## src/rtl/riscv_pkg.sv

```systemverilog
// Shared pipeline definitions: machine word width and the registered-stage state type.
package riscv_pkg;

    localparam int unsigned XLEN = 32;

    typedef enum logic [1:0] {
        EMPTY = 2'b00,
        FULL1 = 2'b01,
        FULL2 = 2'b10
    } stage_state_t;

endpackage

```

## src/rtl/mux_n.sv

```systemverilog
// Combinational N:1 word selector; an out-of-range select yields zero with err set.
module mux_n #(
    parameter int unsigned DATA_WIDTH = 32,
    parameter int unsigned NUM_IN     = 4,
    parameter int unsigned SEL_WIDTH  = $clog2(NUM_IN)
) (
    input  logic [NUM_IN*DATA_WIDTH-1:0] in_data,
    input  logic [SEL_WIDTH-1:0]         in_sel,
    output logic [DATA_WIDTH-1:0]        out_data,
    output logic                         out_err
);

    // err stays set unless some in-range index matches the select
    always_comb begin
        out_data = '0;
        out_err  = 1'b1;
        for (int unsigned k = 0; k < NUM_IN; k++) begin
            if (in_sel == SEL_WIDTH'(k)) begin
                out_data = in_data[k*DATA_WIDTH +: DATA_WIDTH];
                out_err  = 1'b0;
            end
        end
    end

endmodule

```

## src/rtl/mux_n_stage.sv

```systemverilog
// Registered N:1 select stage with valid/ready handshake and a two-entry skid buffer.
module mux_n_stage
    import riscv_pkg::*;
#(
    parameter int unsigned DATA_WIDTH = XLEN,
    parameter int unsigned NUM_IN     = 4,
    parameter int unsigned SEL_WIDTH  = $clog2(NUM_IN)
) (
    input  logic                         clk,
    input  logic                         rst_n,
    input  logic [NUM_IN*DATA_WIDTH-1:0] in_data,
    input  logic [SEL_WIDTH-1:0]         in_sel,
    input  logic                         in_valid,
    output logic                         in_ready,
    input  logic                         flush,
    output logic [DATA_WIDTH-1:0]        out_data,
    output logic                         out_err,
    output logic                         out_valid,
    input  logic                         out_ready
);

    stage_state_t            state_q, state_d;
    logic [DATA_WIDTH-1:0]   main_data_q, main_data_d;
    logic                    main_err_q, main_err_d;
    logic [DATA_WIDTH-1:0]   skid_data_q, skid_data_d;
    logic                    skid_err_q, skid_err_d;

    logic [DATA_WIDTH-1:0]   sel_word;
    logic                    sel_err;
    logic                    accept;
    logic                    xfer;

    mux_n #(
        .DATA_WIDTH (DATA_WIDTH),
        .NUM_IN     (NUM_IN),
        .SEL_WIDTH  (SEL_WIDTH)
    ) u_mux (
        .in_data  (in_data),
        .in_sel   (in_sel),
        .out_data (sel_word),
        .out_err  (sel_err)
    );

    // Handshake outputs depend on registered state only
    assign in_ready  = (state_q != FULL2);
    assign out_valid = (state_q != EMPTY);
    assign out_data  = main_data_q;
    assign out_err   = main_err_q;

    assign accept = in_valid & in_ready;
    assign xfer   = out_valid & out_ready;

    always_comb begin
        state_d     = state_q;
        main_data_d = main_data_q;
        main_err_d  = main_err_q;
        skid_data_d = skid_data_q;
        skid_err_d  = skid_err_q;

        unique case (state_q)
            EMPTY: begin
                if (accept) begin
                    main_data_d = sel_word;
                    main_err_d  = sel_err;
                    state_d     = FULL1;
                end
            end
            FULL1: begin
                if (accept && xfer) begin
                    main_data_d = sel_word;
                    main_err_d  = sel_err;
                end else if (xfer) begin
                    state_d     = EMPTY;
                end else if (accept) begin
                    skid_data_d = sel_word;
                    skid_err_d  = sel_err;
                    state_d     = FULL2;
                end
            end
            FULL2: begin
                if (xfer) begin
                    main_data_d = skid_data_q;
                    main_err_d  = skid_err_q;
                    state_d     = FULL1;
                end
            end
            default: state_d = EMPTY;
        endcase

        // Flush drops every held beat and any same-cycle accept; stale data is left in place
        if (flush) begin
            state_d     = EMPTY;
            main_data_d = main_data_q;
            main_err_d  = main_err_q;
            skid_data_d = skid_data_q;
            skid_err_d  = skid_err_q;
        end
    end

    always_ff @(posedge clk) begin
        if (!rst_n) begin
            state_q     <= EMPTY;
            main_data_q <= '0;
            main_err_q  <= 1'b0;
            skid_data_q <= '0;
            skid_err_q  <= 1'b0;
        end else begin
            state_q     <= state_d;
            main_data_q <= main_data_d;
            main_err_q  <= main_err_d;
            skid_data_q <= skid_data_d;
            skid_err_q  <= skid_err_d;
        end
    end

endmodule

```

## config.mk

```make
export PLATFORM = sky130hd
export DESIGN_NAME = mux_n_stage
export DESIGN_NICKNAME = d
export VERILOG_FILES = /design/src/rtl/riscv_pkg.sv /design/src/rtl/mux_n.sv /design/src/rtl/mux_n_stage.sv
export SDC_FILE = /design/constraint.sdc
export NUM_CORES = 1
export LEC_CHECK = 0
export ABC_AREA = 1
export ABC_CLOCK_PERIOD_IN_PS = 1530
export CORE_ASPECT_RATIO = 0.8
export CORE_MARGIN = 5
export CORE_UTILIZATION = 44
export DETAILED_ROUTE_END_ITERATION = 16
export GPL_ROUTABILITY_DRIVEN = 0
export MAX_ROUTING_LAYER = met4
export PLACE_DENSITY = 0.82
export SYNTH_ARGS = -nofsm -noshare
export SYNTH_HDL_FRONTEND = slang
export SYNTH_SLANG_ARGS = --single-unit
```

## constraint.sdc

```tcl
create_clock -name clk -period 1.53 [get_ports clk]
set_input_delay 0.306 -clock clk [delete_from_list [all_inputs] [get_ports clk]]
set_output_delay 0.306 -clock clk [all_outputs]
set_load 0.03 [all_outputs]
```

# == Yosys cells after proc, flatten, opt, wreduce, memory -nomap -nowiden ==
# Index checks and enable logic that the tools add are counted.
# Widths: inputs -> output; s select.
# classes
n_eq_ne,11
muxes,22
reduce_logical,9
n_bitwise,6
# ops
cell,count
$mux 32,7
$pmux 32 s3,1
$mux 2,5
$ne 2x2->1 const B,5
$reduce_and 5->1,2
$mux 1,7
$eq 2x2->1 const B,3
$pmux 2 s3,1
$eq 2x1->1 const B,2
$logic_not 2->1,2
$not 1->1,4
$reduce_and 4->1,1
$ne 3x3->1 const B,1
$pmux 1 s3,1
$reduce_bool 3->1,1
$and 1x1->1,2
$reduce_bool 2->1,1
$reduce_or 2->1,1
$logic_and 1x1->1,1
# totals
input_bits,135
regBits,68
output_inout_bits,35
word_cells,53

# == Depth between registers and ports, before layout ==
# Gate-level depths: netlist of the first run.
# logic_depth
ltp_word,7
depth_mapped,10
depth_no_buf,9

# == Modules after synthesis ==
# From an unflattened synthesis of the first run, not the netlist that was laid out.
# unflattened
hier_cells,677
area_unflattened_um2,4157.7
# modules_own_cells
module,instances,seq_area_each_um2,area_per_inst_um2,cells_per_inst
mux_n_stage,1,1361.3,3178.0,489
mux_n,1,0.0,979.7,188

# == Least setup slack after synthesis of the first run ==
# OpenSTA, ideal clock, no wires.
# synth_timing
path_type,register -> output
start,reg state_q[1]
end,out in_ready
t_arrival_ns,1.053
path_stages_with_launch,6
setup_slack_ns,0.171
required_time_ns,1.224
path_buffers,2
path_cell_list,dfxtp_1 inv_1 nor2_1 buf_2 buf_2 inv_1
# synth_via
elab_chain_len,1
# synth_rtl
item,line_no,rtl
from (decl),mux_n_stage.sv:22,"stage_state_t state_q, state_d;"
from (signal assigned),mux_n_stage.sv:108,state_q <= state_d;
$ne 2x2->1,mux_n_stage.sv:45,assign in_ready = (state_q != FULL2);
to (decl),mux_n_stage.sv:14,"output logic in_ready,"
# Every way passes these cells.

# == Worst setup path in the final report of the first run ==
# layout_timing
start,reg state_q[1]
end,reg main_data_q[12] (netlist: out_data[12])
# layout_via
elab_chain_len,5
elab_cells_between_ends,14
cone_classes,eq/ne (6); mux (1); bitwise (2); reduce/logical (5)
# layout_rtl
item,line_no,rtl
$ne 2x2->1 or $reduce_bool 2->1 (tied branches),"mux_n_stage.sv:45, mux_n_stage.sv:46",
"$and 1x1->1, on equally long branches","mux_n_stage.sv:50, mux_n_stage.sv:51",
$logic_and 1x1->1,mux_n_stage.sv:69,if (accept && xfer) begin
$ne 2x2->1 (no line),n/a,
$reduce_and 5->1 (no line),n/a,
to (signal assigned),mux_n_stage.sv:109,main_data_q <= main_data_d;
to (decl),mux_n_stage.sv:23,"logic [DATA_WIDTH-1:0] main_data_q, main_data_d;"
# Several ways; a longest one is shown, not always the timed one.
# A chain may end at the register's enable or synchronous reset.

==> results of run 1 <==
## final timing paths
| kind | endpoint | from | cells past startpoint | slack, ps |
|---|---|---|---|---|
| max | out_data[12] | state_q[1] | 8 | 80 |
| min | state_q[1] | out_ready | 4 | 380 |
| max reg2reg | out_data[12] | state_q[1] | 8 | 80 |
| min reg2reg | skid_err_q | skid_err_q | 2 | 450 |
## cell families (layout without fill, tap and decap cells)
| kind of cell | after synthesis | in the layout |
|---|---|---|
| simple gates | 440 | 440 |
| compound gates | 99 | 99 |
| buf+inv | 92 | 262 |
| flops | 68 | 68 |
## tightest hold or removal path, cell delays in order
cell and delay, ps:
dlymetal6s2s_1 160, nor2_2 80, nand2_1 50, a21oi_1 50
## power by group through the flow
stage	Clock [mW]	Sequential, mW	Combinational, mW
after floorplan	0	2.09	0.539
after global placement	0	1.94	1.37
after detailed placement	0	1.95	1.39
after CTS	2.07	1.91	1.36
after global routing	2.15	1.92	1.51
final	2.04	1.91	1.38
## cell usage in the layout, fill, tap and decap left out, drive strengths merged
cell type and n:
nand2 173, clkbuf 11, nor2 135, o21ai 64, clkdlybuf4s50 129, nand3 99, or2 32, a21oi 35
dlygate4sd2 34, dfxtp 68, nor3 1, buf 36, clkinvlp 1, dlymetal6s2s 2, bufbuf 2, clkinv 3
bufinv 1, inv 43
## cell type report
class	count	area, sq um
multi-input cells	539	2390
clock inverters	5	52.6
repair buffers	204	2070
flip-flops and latches	68	1360
fillers	778	2650
well taps	115	144
inverters	43	164
clock buffers	10	239
## layer usage
metal,share of wire,vias to the layer above,wire length [um]
met2,0.48,248,7410
met4,0.019,0,287
met1,0.41,2339,6340
li1,-,2554,-
met5,0,-,0
met3,0.089,22,1370
## registers in the layout, summed over array words and instances (netlist names)
name and flops:
skid_data_q 32, out_data 32, out_err 1, skid_err_q 1, state_q 2
## what timing repair did
item | in CTS | in global routing
setup buffers | 1 | 2
endpoints found under the setup margin | 85 | 33
pin swaps | 1 | 1
gates resized for setup | 42 | 4
cloned | 3 | 1
hold buffers | 0 | 0
==> flow_metrics.tcl, run 1 <==
set metrics [dict create \
    status "finished, final reports clean" \
    path_clk_slew_ps 60 \
    cts_root_buf "clkbuf_16" \
    grt_pass1_wl_um 24200 \
    clk_latency_ps 320 \
    coreArea_sq_um 9080 \
    slew-limit-headroom 0.705 \
    grtUsageTotal 0.272 \
    diodes 0 \
    synth_compound_area_frac 0.121 \
    synth_ff_type "dfxtp_1" \
    required_ps 1750 \
    fmax_mhz 690 \
    yosys.area.top_type "dfxtp_1" \
    cp_num_buf_inv 3 \
    p_switching_mw 1.52 \
    ys_seq_elements 68 \
    cts_sinks 68 \
    endpoint_kind "flip-flop" \
    grt_max_degree 68 \
    dieHeight_um 96.4 \
    fin_util 0.708 \
    p_sw_frac 0.285 \
    chipWidth_um 118 \
    cp_slowest_cell "dfxtp_2" \
    drtIter0Drc 363 \
    antenna_found_initial 0 \
    die_area_sq_um 11400 \
    rows 31 \
    synth_top_family_by_area "simple AND/OR/NAND/NOR gates" \
    setup_viol 0 \
    fin_skew_ps 5.89 \
    ys_async_sr_fraction 0 \
    dr.pass1.iters 5 \
    drv_slew 0 \
    pwr-share-clk 0.383 \
    wl_per_cell_um 15.7 \
    layoutNonFillerInstCount 984 \
    postLayoutCellArea_sq_um 6420 \
    worst_setup_path_start_kind "flip-flop" \
    htreeDepth 3 \
    worst-slew-pin-transition_ps 442 \
    synth_fp_nets 834 \
    synthMuxAreaShare 0 \
    powerDensity_nw_per_um2 830 \
    overflow 0 \
    syn_avg_cell_area_sq_um 5.88 \
    ys_types 19 \
    finalWorstSetupSlack_ps 81.1 \
    synthAdderAreaFrac 0 \
    grt_pass1_vias 4966 \
    routed_wl_um 15400 \
    cts_buffers 9 \
    worst-path-max-fanout 16 \
    yosys.cell_count.top_type "nand2_1" \
    ir_drop_mv 0.538 \
    tritoncts "done" \
    hold_slack_ps 377 \
    drv_cap 0 \
    combPwrFrac 0.260 \
    grt-busiest-layer "met2" \
    use_met1 0.318 \
    critPathMaxStageDelay_ps 320 \
    worstHoldPathType "in2reg" \
    netlist_top_cells_count "nand2_1 (172), nor2_1 (133), nand3_1 (98), dfxtp_1 (68), o21ai_0 (56)" \
    area_growth_pct 56.3 \
    finalCriticalPeriod_ps 1450 \
    crit_family "buffers and inverters" \
    antenna_left 0 \
    p_seq_frac 0.358 \
    start_util 0.453 \
    power_mw 5.33 \
    ys_seq_area_frac 0.331 \
    power_leakage_nw 2.98 \
    synthTopCellsByArea "dfxtp_1 (33%), nand2_1 (16%), nor2_1 (12%)" \
    cp.arrival_ps 1670 \
    internal_power_mw 3.81 \
    yosys.area_share.simple 0.455 \
    met3_usage 0.0704 \
    vias 5163 \
    portBuffers 169 \
    cp_common_cell "nor2_1" \
    min_period_over_period 0.947 \
    clock_path_buffers 2 \
    drc_errors 0 \
    cp_cell_sequence "inv_2 -> nand3_2 -> a21oi_4 -> buf_12 -> clkbuf_16 -> nand3_1 -> nor2_1 -> nor2_1" \
    met2_usage 0.458 \
    pin_count 170 \
    hpwl_um 10500 \
    synth_area_sq_um 4110 \
    synth_edf_count 0 \
    yosys_warnings 0 \
    fin_nets 1000 \
    placed_area_sq_um 6010 \
    finalHoldViolCount 0 \
    synth-xor-area-share 0 \
    drive_above_1_share 0.114 \
    postSynthCellCount 699 \
    placed_cells 962 \
    dp_worst_setup_slack_ps -412 \
    crit_type "reg2reg" \
    synth_top_cell_area_share 0.331 \
    viasPerCell 5.25 \
    fin_tns_setup_ps 0 \
]
(Power assumes the default switching activity.)
==> run 2: changes to the inputs <==
- CORE_MARGIN: 5 -> unset
==> flow_metrics.tcl, run 2 (synthesized netlist as in run 1, its figures left out) <==
set metrics [dict create \
    area_growth_pct 58.6 \
    drv_cap 0 \
    cp_cell_sequence "inv_2 -> nand3_2 -> a21oi_4 -> buf_12 -> nand3_1 -> nor2_1 -> nor2_1" \
    combPwrFrac 0.254 \
    worst_setup_path_start_kind "flip-flop" \
    vias 5087 \
    fin_skew_ps 6.20 \
    rows 31 \
    crit_type "reg2reg" \
    finalHoldViolCount 0 \
    viasPerCell 5.15 \
    required_ps 1750 \
    cts_root_buf "clkbuf_16" \
    fin_nets 1003 \
    p_sw_frac 0.284 \
    cp_common_cell "nor2_1" \
    dieHeight_um 88.4 \
    cp_slowest_cell "a21oi_4" \
    portBuffers 169 \
    htreeDepth 3 \
    grt_pass1_wl_um 21600 \
    status "finished, final reports clean" \
    finalCriticalPeriod_ps 1510 \
    clk_latency_ps 330 \
    cts_buffers 9 \
    hpwl_um 9920 \
    drc_errors 0 \
    grt_pass1_vias 4760 \
    fin_util 0.718 \
    drive_above_1_share 0.119 \
    ir_drop_mv 0.586 \
    worst-slew-pin-transition_ps 414 \
    chipWidth_um 110 \
    fmax_mhz 664 \
    path_clk_slew_ps 60 \
    start_util 0.453 \
    tritoncts "done" \
    endpoint_kind "flip-flop" \
    power_leakage_nw 3.01 \
    grt_max_degree 34 \
    pin_count 170 \
    drv_slew 0 \
    min_period_over_period 0.984 \
    powerDensity_nw_per_um2 833 \
    worst-path-max-fanout 11 \
    overflow 0 \
    clock_path_buffers 2 \
    final_cell_mix "nand2_1 (172), nor2_1 (131), clkdlybuf4s50_1 (129)" \
    slew-limit-headroom 0.724 \
    p_seq_frac 0.352 \
    worstHoldPathType "in2reg" \
    diodes 0 \
    pwr-share-clk 0.393 \
    cts_sinks 68 \
    cp.arrival_ps 1720 \
    critPathMaxStageDelay_ps 350 \
    drtIter0Drc 184 \
    wl_per_cell_um 14.4 \
    setup_viol 0 \
    antenna_left 0 \
    power_mw 5.43 \
    final_common_cell "nand2_1" \
    hold_slack_ps 398 \
    coreArea_sq_um 9080 \
    die_area_sq_um 9730 \
    routed_wl_um 14200 \
    grtUsageTotal 0.302 \
    dr.pass1.iters 5 \
    internal_power_mw 3.88 \
    p_switching_mw 1.54 \
    antenna_found_initial 0 \
]
==> run 2: changes by cell type in the layout (fill, tap and decap cells not counted), sizes merged <==
cell         delta
inv             +1
clkinvlp        +1
bufbuf          -1
buf             +4
clkbuf          +2
clkinv          -2
dlygate4sd2     -1
==> run 2: final timing paths <==
check,startpoint,end,slack [ps],cells after the start
setup / recovery,state_q[1],out_data[25],20,7
hold / removal,out_ready,state_q[1],400,4
setup reg to reg,state_q[1],out_data[25],20,7
hold reg to reg,skid_err_q,skid_err_q,450,2
==> run 2: final cells by class <==
| class | count | area (sq um) |
|---|---|---|
| Inverter | 43 | 161 |
| Timing Repair Buffer | 207 | 2140 |
| Clock buffer | 11 | 253 |
| Multi-Input combinational cell | 539 | 2400 |
| Clock inverter | 5 | 58.8 |
| Tap cell | 115 | 144 |
| Fill cell | 745 | 2560 |
| Sequential cell | 68 | 1360 |
==> run 2: stage by stage <==
step	area, sq um	setup slack (ps)	std cells	TNS, ps
global route	6520	-40.6	988	-59.3
detailed placement	6100	-269	965	-9770
global placement	6100	-221	965	-7870
finish	6520	24.1	988	0
floorplan	4110	171	699	0
CTS	6410	-179	982	-179
==> run 2: layer usage <==
metal	GRT usage	routed length (um)	vias up
met1	0.330	5770	2259
met3	0.0619	1170	40
met4	0.147	491	0
met2	0.523	6810	219
li1	-	-	2569
met5	-	0	-
==> run 2: worst max-delay path: cells and delay by family (launching register included) <==
family                 cells  cell delay [ps]
buffers and inverters      2              280
flip-flops                 1              320
AND/OR/NAND/NOR            4              450
AO/OA/AOI/OAI              1              350
==> run 2: power by group through the flow <==
stage          clock [mW]  sequential, mW  combinational [mW]
6_report             2.13            1.91                1.38
5_1_grt              2.25            1.92                1.51
2_1_floorplan           0            2.09               0.539
3_5_place_dp            0            1.95                1.40
4_1_cts              2.15            1.91                1.36
3_3_place_gp            0            1.95                1.37
==> run 2: what timing repair did <==
item                                    in CTS  in global routing
gates cloned                                 1                  2
setup buffers                                0                  4
endpoints found under the setup margin      34                 43
pin swaps                                    0                  3
hold buffers                                 0                  0
gates resized for setup                     33                 10
==> run 3: changes to the inputs <==
- CTS_CLUSTER_SIZE: unset -> 16
==> results of run 3 <==
No change in the layout: final DEF, timing and power equal those of run 2.
